### src/rtl/fetch_stage.sv
// Instruction-fetch stage: owns the PC, issues single-outstanding imem
// requests and fills the IF/ID register consumed by stage_one. A one-entry
// hold buffer catches a response that lands while stage_one is stalled.
module fetch_stage #(
  parameter int                  PC_W      = 16,
  parameter int                  INSTR_W   = 16,
  parameter logic [PC_W-1:0]     RESET_PC  = '0,
  parameter logic [INSTR_W-1:0]  NOP_INSTR = '0
) (
  input  logic               clk,
  input  logic               rst,
  input  logic               stall,
  input  logic               halt_sys,
  input  logic               branch_taken,
  input  logic [PC_W-1:0]    branch_target,
  output logic               imem_req,
  output logic [PC_W-1:0]    imem_addr,
  input  logic               imem_ack,
  input  logic [INSTR_W-1:0] imem_rdata,
  output logic [INSTR_W-1:0] out_instr,
  output logic [PC_W-1:0]    out_pc,
  output logic               out_valid,
  output logic               halted
);

  typedef enum logic [1:0] {FETCH, HOLD, DRAIN, HALTED} state_t;

  state_t             state;
  logic [PC_W-1:0]    pc;
  logic [INSTR_W-1:0] hold_instr;
  logic [PC_W-1:0]    hold_pc;
  logic               halt_pend;

  // Redirect target is always halfword aligned; PC wraps modulo 2^PC_W.
  logic [PC_W-1:0] br_pc;
  logic [PC_W-1:0] pc_inc;
  assign br_pc  = {branch_target[PC_W-1:1], 1'b0};
  assign pc_inc = pc + PC_W'(2);

  // Fetch FSM with registered request, IF/ID and status outputs.
  always_ff @(posedge clk or posedge rst) begin
    if (rst) begin
      state      <= FETCH;
      pc         <= RESET_PC;
      imem_req   <= 1'b0;
      imem_addr  <= RESET_PC;
      out_instr  <= NOP_INSTR;
      out_pc     <= '0;
      out_valid  <= 1'b0;
      halted     <= 1'b0;
      hold_instr <= NOP_INSTR;
      hold_pc    <= '0;
      halt_pend  <= 1'b0;
    end else begin
      case (state)
        FETCH: begin
          if (halt_sys) begin
            out_valid <= 1'b0;
            out_instr <= NOP_INSTR;
            // An in-flight request must complete before we can stop.
            if (imem_req && !imem_ack) begin
              halt_pend <= 1'b1;
              state     <= DRAIN;
            end else begin
              imem_req <= 1'b0;
              halted   <= 1'b1;
              state    <= HALTED;
            end
          end else if (branch_taken) begin
            out_valid <= 1'b0;
            out_instr <= NOP_INSTR;
            pc        <= br_pc;
            if (imem_req && !imem_ack) begin
              state <= DRAIN;
            end else begin
              // Any same-cycle response is for the wrong path: drop it.
              imem_req  <= 1'b1;
              imem_addr <= br_pc;
            end
          end else if (imem_req && imem_ack) begin
            if (!stall) begin
              out_instr <= imem_rdata;
              out_pc    <= pc;
              out_valid <= 1'b1;
              pc        <= pc_inc;
              imem_addr <= pc_inc;
            end else begin
              hold_instr <= imem_rdata;
              hold_pc    <= pc;
              imem_req   <= 1'b0;
              state      <= HOLD;
            end
          end else if (imem_req) begin
            if (!stall) begin
              out_valid <= 1'b0;
              out_instr <= NOP_INSTR;
            end
          end else begin
            // Idle after reset: launch the first request.
            imem_req  <= 1'b1;
            imem_addr <= pc;
            if (!stall) begin
              out_valid <= 1'b0;
              out_instr <= NOP_INSTR;
            end
          end
        end

        HOLD: begin
          if (halt_sys) begin
            out_valid <= 1'b0;
            out_instr <= NOP_INSTR;
            halted    <= 1'b1;
            state     <= HALTED;
          end else if (branch_taken) begin
            out_valid <= 1'b0;
            out_instr <= NOP_INSTR;
            pc        <= br_pc;
            imem_req  <= 1'b1;
            imem_addr <= br_pc;
            state     <= FETCH;
          end else if (!stall) begin
            out_instr <= hold_instr;
            out_pc    <= hold_pc;
            out_valid <= 1'b1;
            pc        <= pc_inc;
            imem_req  <= 1'b1;
            imem_addr <= pc_inc;
            state     <= FETCH;
          end
        end

        DRAIN: begin
          if (halt_sys) begin
            halt_pend <= 1'b1;
          end else if (branch_taken) begin
            pc <= br_pc;
          end
          if (halt_sys || branch_taken) begin
            out_valid <= 1'b0;
            out_instr <= NOP_INSTR;
          end
          // Wait out the uncancellable request, then discard its data.
          if (imem_ack) begin
            if (halt_sys || halt_pend) begin
              imem_req <= 1'b0;
              halted   <= 1'b1;
              state    <= HALTED;
            end else begin
              imem_req  <= 1'b1;
              imem_addr <= branch_taken ? br_pc : pc;
              state     <= FETCH;
            end
          end
        end

        HALTED: begin
          imem_req  <= 1'b0;
          out_valid <= 1'b0;
          out_instr <= NOP_INSTR;
          halted    <= 1'b1;
        end

        default: state <= FETCH;
      endcase
    end
  end

endmodule

### config.mk
export PLATFORM = sky130hd
export DESIGN_NAME = fetch_stage
export DESIGN_NICKNAME = d
export VERILOG_FILES = /design/src/rtl/fetch_stage.sv
export SDC_FILE = /design/constraint.sdc
export NUM_CORES = 1
export LEC_CHECK = 0
export BUFFER_PORTS_ARGS = -buffer_cell sky130_fd_sc_hd__buf_2
export CAP_MARGIN = 20
export CORE_UTILIZATION = 46
export DETAILED_ROUTE_END_ITERATION = 8
export PLACE_DENSITY = 0.65
export SLEW_MARGIN = 40
export SYNTH_ARGS = -nofsm -noshare
export SYNTH_HDL_FRONTEND = slang
export SYNTH_SLANG_ARGS = --single-unit
### constraint.sdc
create_clock -name clk -period 5.52 [get_ports clk]
set_clock_uncertainty 0.1 [all_clocks]
set_input_delay 1.38 -clock clk [delete_from_list [all_inputs] [get_ports clk]]
set_output_delay 1.38 -clock clk [all_outputs]
set_load 0.01 [all_outputs]
# == Word-level counts from Yosys, hierarchy flattened ==
# Cells that the tools add are included.
# word_totals
register_bits,102
input_bits,38
out_inout_bits,51
word_cells,144
# op_classes
add_sub_neg,1
n_eq_ne,32
muxes,79
bitwise,2
n_reduce_logical,19
# ops
op,n
16-bit 2-to-1 mux,34
16-bit one-hot mux with 3 select lines,2
16-bit one-hot mux with 4 select lines,1
"2-bit != test, second input constant",17
16-bit one-hot mux with 2 select lines,1
1-bit 2-to-1 mux,26
"4-bit != test, second input constant",6
2-bit 2-to-1 mux,10
"16-bit by 2-bit adder with 16-bit output, second input constant",1
5-bit AND reduction,3
"3-bit != test, second input constant",4
1-bit one-hot mux with 4 select lines,3
6-bit AND reduction,2
"5-bit != test, second input constant",2
8-bit AND reduction,1
7-bit AND reduction,1
2-bit one-hot mux with 3 select lines,1
"2-bit equality test, second input constant",2
4-bit AND reduction,1
2-bit nonzero test,2
3-bit AND reduction,1
3-bit nonzero test,1
"2-bit by 1-bit equality test with 1-bit output, second input constant",1
1-bit logical AND,2
other kinds (6),8

# == Depth between registers and ports, before layout ==
# depth
depth_word,6
mapped_depth,9

# == Worst setup path before layout ==
# Ideal clock, no wire load.
# synth_timing
path_type,input to register
startpoint,input imem_ack
endpoint,register state[0]
setup_time_ns,0.125
arrival_time_ns,2.565
required_ns,5.295
slack_ns,2.730
cell_stages,6
path_buffers,1
cell_sequence,buf_2 -> inv_1 -> nor4_1 -> o21ai_1 -> a221oi_2 -> mux2_2
# synth_between
elab_chain_len,5
elab_cells_between_ends,10
# synth_lines
item,line,source
"start, declared",18,"input logic imem_ack,"
1-bit zero test,"61, 73",
1-bit logical AND,"61, 73",
1-bit 2-to-1 mux,61,if (imem_req && !imem_ack) begin
2-bit 2-to-1 mux,57,if (halt_sys) begin
2-bit one-hot mux with 3 select lines,55,case (state)
"end signal, assigned",63,state <= DRAIN;
"end signal, assigned",67,state <= HALTED;
"end signal, assigned",74,state <= DRAIN;
"end, declared",28,state_t state;
# Parallel ways exist; a longest one is shown, timed or not.
# A chain may end at the register's enable or synchronous reset.

# == Worst setup path after layout ==
# layout_timing
startpoint,input imem_ack
endpoint,register out_instr[2]
# layout_between
elab_chain_len,5
# layout_lines
item,line,source
1-bit logical AND,80,end else if (imem_req && imem_ack) begin
16-bit 2-to-1 mux,80,
16-bit 2-to-1 mux,69,end else if (branch_taken) begin
16-bit 2-to-1 mux,57,
16-bit one-hot mux with 4 select lines,55,
"end signal, assigned",82,out_instr <= imem_rdata;
"end signal, assigned",123,out_instr <= hold_instr;
"end, declared",20,"output logic [INSTR_W-1:0] out_instr,"
# Every way passes these cells.

==> flow_metrics.py <==
metrics = {
    "outcome": {
        "status": "finished clean",
    },
    "finish": {
        "synthToLayoutAreaGrowth_pct": 11.7,
        "design_area_um2": 6840,
        "final_net_count": 743,
        "layout-drive-gt1-share_pct": 23.4,
        "n_antenna_cell": 0,
        "fillerInstances": 1210,
    },
    "floorplan": {
        "placeableCoreArea_um2": 12800,
        "io-pin-count": 89,
        "floorplan.initialDensity_pct": 47.8,
        "design.die.area_um2": 13800,
        "std_cell_rows": 41,
        "chipWidth_um": 117,
        "die_height_um": 117,
    },
    "logic_synthesis": {
        "number_of_distinct_standard_cells_referenced_by_the_synthesized_netlist": 76,
        "ys.warnings.count": 0,
        "async_flop_share_pct": 100,
        "primary_ff_master_synth": "dfrtp_1",
        "yosys.cell_count.top_type": "dfrtp_1",
        "synth.yosys.seq_area_share_pct": 41.7,
        "synth_commonest_cells": "dfrtp_1 (102), nand2_1 (54), o21ai_0 (53)",
        "cell_area_after_technology_mapping_um2": 6130,
        "synthesis.nets": 704,
        "synth_top_area_share_pct": 41.7,
        "yosys-top-cells-area": "dfrtp_1 (42%), mux2_2 (5.9%), o21ai_0 (4.3%), a21oi_1 (4.2%), buf_2 (3.4%)",
        "synth-edff-count": 0,
        "syn_avg_cell_area_um2": 9.28,
        "post_synth_inst_count": 660,
        "synth_area_leader_cell": "dfrtp_1",
        "synth_seq_cells": 102,
    },
    "min_path": {
        "worst_hold_check_path_type": "reg2reg",
        "timing.hold.worst_path_depth": 2,
    },
    "pwr": {
        "comb_power_share_pct": 50.3,
        "cellPowerDensity_nw_per_um2": 578,
        "share_seq_of_total_power_pct": 33.6,
        "power.share.clock_pct": 16.1,
        "total_switching_power_mw": 1.79,
        "vdd_drop_max_uv": 261,
        "internal_power_of_the_cells_mw": 2.17,
        "netSwitchingFraction_pct": 45.2,
        "p_leak_nw": 3.03,
    },
    "clocking": {
        "cts_sinks": 102,
        "cts_tree": "yes",
        "htree_levels": 3,
        "cts_max_path_buffers": 2,
        "cts_setup_buffers": 0,
        "clkSlewWorstSetupHoldPaths_ns": 0.07,
        "tritoncts_buffer_count": 9,
        "post_cts.resized_instances": 0,
        "clock_tree_root_buffer_cell": "clkbuf_16",
        "cts.hold.buffers_added": 0,
        "clock_insertion_delay_worst_skew_ns": 0.36,
    },
    "critical_path": {
        "critPathMaxFanout": 18,
        "critPathKind": "in2reg",
        "worstPathRequired_ns": 5.70,
        "worstPathArrival_ns": 3.76,
        "critPathLaunchType": "input port",
        "crit_path_end_kind": "flip-flop",
        "worst-r2r-cell-count": 8,
    },
    "timing": {
        "timing.final.max_slew_violations": 0,
        "max-slew-margin-rel_pct": 45.5,
        "report.final.setup_viol": 0,
        "timing_hold_violations_final": 0,
        "whs_ns": 0.377,
        "max_clock_freq_ghz": 0.279,
        "period_minus_slack_ns": 3.58,
        "rsz0062_at_grt": "false",
        "fin_setup_tns_ns": 0,
        "fin_crit_sh_pct": 64.9,
        "tightest_slew_ns": 0.818,
    },
    "placement": {
        "final_estimated_routing_congestion_in_global_placement": 0.930,
        "place_hpwl_um": 10900,
        "postPlaceCellArea_um2": 6550,
        "placement.io_buffers": 87,
    },
    "routing": {
        "detail_route.wirelength_um": 16300,
        "routed_wire_length_per_instance_um": 18.6,
        "avgViaCountPerCell": 6.22,
        "drc": 0,
        "firstDrtPassIters": 6,
        "dr_total_vias": 5448,
        "drt.antenna.violating_nets": 0,
        "initialDrtViolationCount": 519,
    },
    "grt": {
        "grt-ovfl-total": 0,
        "largest_net_degree_at_the_start_of_global_routing": 77,
        "grt_first_pass_wirelength_um": 26800,
        "grt_pass1_vias": 5035,
        "globalRouteTotalUtil_pct": 24.1,
        "antenna_found_initial": 0,
    },
    "run": {
        "max_cap_violations": 0,
    },
}
per-stage QoR:
stage               util (%)  worst slack (ns)  power [mW]  instances
global placement        50.8              1.42        3.19        860
floorplan                  -              1.36        2.76        660
global route            53.3              1.74        4.21        876
detailed placement      51.1              1.60        3.28        860
CTS                     53.3              1.96        3.93        876
finish                  53.3              1.94        3.95        876
worst paths after layout:
kind	to	slack [ns]	start
max	out_instr[2]$_DFFE_PP0P_	1.94	imem_ack
max reg2reg	pc[15]$_DFFE_PP0P_	2.45	state[1]$_DFFE_PP0P_
min reg2reg	out_instr[9]$_DFFE_PP0P_	0.38	out_instr[9]$_DFFE_PP0P_
min in group asynchronous	out_instr[1]$_DFFE_PP0P_	1.03	rst
min	out_instr[9]$_DFFE_PP0P_	0.38	out_instr[9]$_DFFE_PP0P_
max in group asynchronous	imem_addr[7]$_DFFE_PP0P_	3.48	rst
layout by cell type (no fill, tap or decap), drive strengths merged, types with 5 or more instances in the layout:
cell    netlist  layout
a221o         5       5
and3          9       9
a221oi       11      11
nand4         5       5
a22oi        20      20
o41ai         5       5
ha            6       6
nand3        12      12
mux2         32      32
a31oi         8       8
clkbuf       18      10
o21ai        58      58
dfrtp       102     102
buf          48      94
o31ai         7       7
nor2b         7       7
nor3         14      14
and4          5       5
o21a          7       7
xnor2         6       6
nand2        54      54
nand2b       12      12
a22o          6       6
inv          15      19
mux2i        21      21
a21oi        53      53
nor2         45      45
cells by family after synthesis:
| group | count (synthesis) | share of synthesized area [%] |
|---|---|---|
| compound gates | 229 | 25.2 |
| xor+xnor | 9 | 1.29 |
| mux | 53 | 9.31 |
| buf+inv | 82 | 6.43 |
| fa+ha+maj | 6 | 1.23 |
| simple gates | 179 | 14.8 |
| flops | 102 | 41.7 |
layer usage:
layer  part of all wire [%]  wire (µm)  track usage [%]  vias up
li1                       -          -                -     2512
met3                    9.3       1520             4.52       38
met1                     45       7320             35.0     2613
met5                      0          0                0        -
met4                    2.4        384             9.74        0
met2                     44       7110             35.3      285
worst max-delay path, stage by stage:
cell,delay [ns]
buf_2,0.25
and2_1,0.66
nand2b_1,0.47
nor3_4,0.63
a22oi_1,0.19
o21ai_0,0.18
layout make-up:
class                   count  area (µm²)  area share [%]
repair buffers             94         488            7.13
well taps                 172         215            3.15
clock inverters             6        50.0           0.732
inverters                  16        65.1           0.951
multi-input cells         476        3230            47.2
clock buffers              10         239            3.49
flip-flops and latches    102        2550            37.3
registers in the layout, indices dropped and copies added, names as in the netlist:
register,cells
imem_req,1
out_pc,16
hold_pc,16
hold_instr,16
halted,1
state,2
out_instr,16
imem_addr,16
out_valid,1
halt_pend,1
pc,16
power by group through the flow:
| stage | clock network, mW | logic (mW) | registers, mW |
|---|---|---|---|
| floorplan | 0 | 1.53 | 1.23 |
| global placement | 0 | 1.87 | 1.32 |
| detailed placement | 0 | 1.95 | 1.33 |
| CTS | 0.652 | 1.96 | 1.32 |
| global route | 0.674 | 2.17 | 1.37 |
| finish | 0.636 | 1.99 | 1.33 |
(Power assumes the default switching activity.)
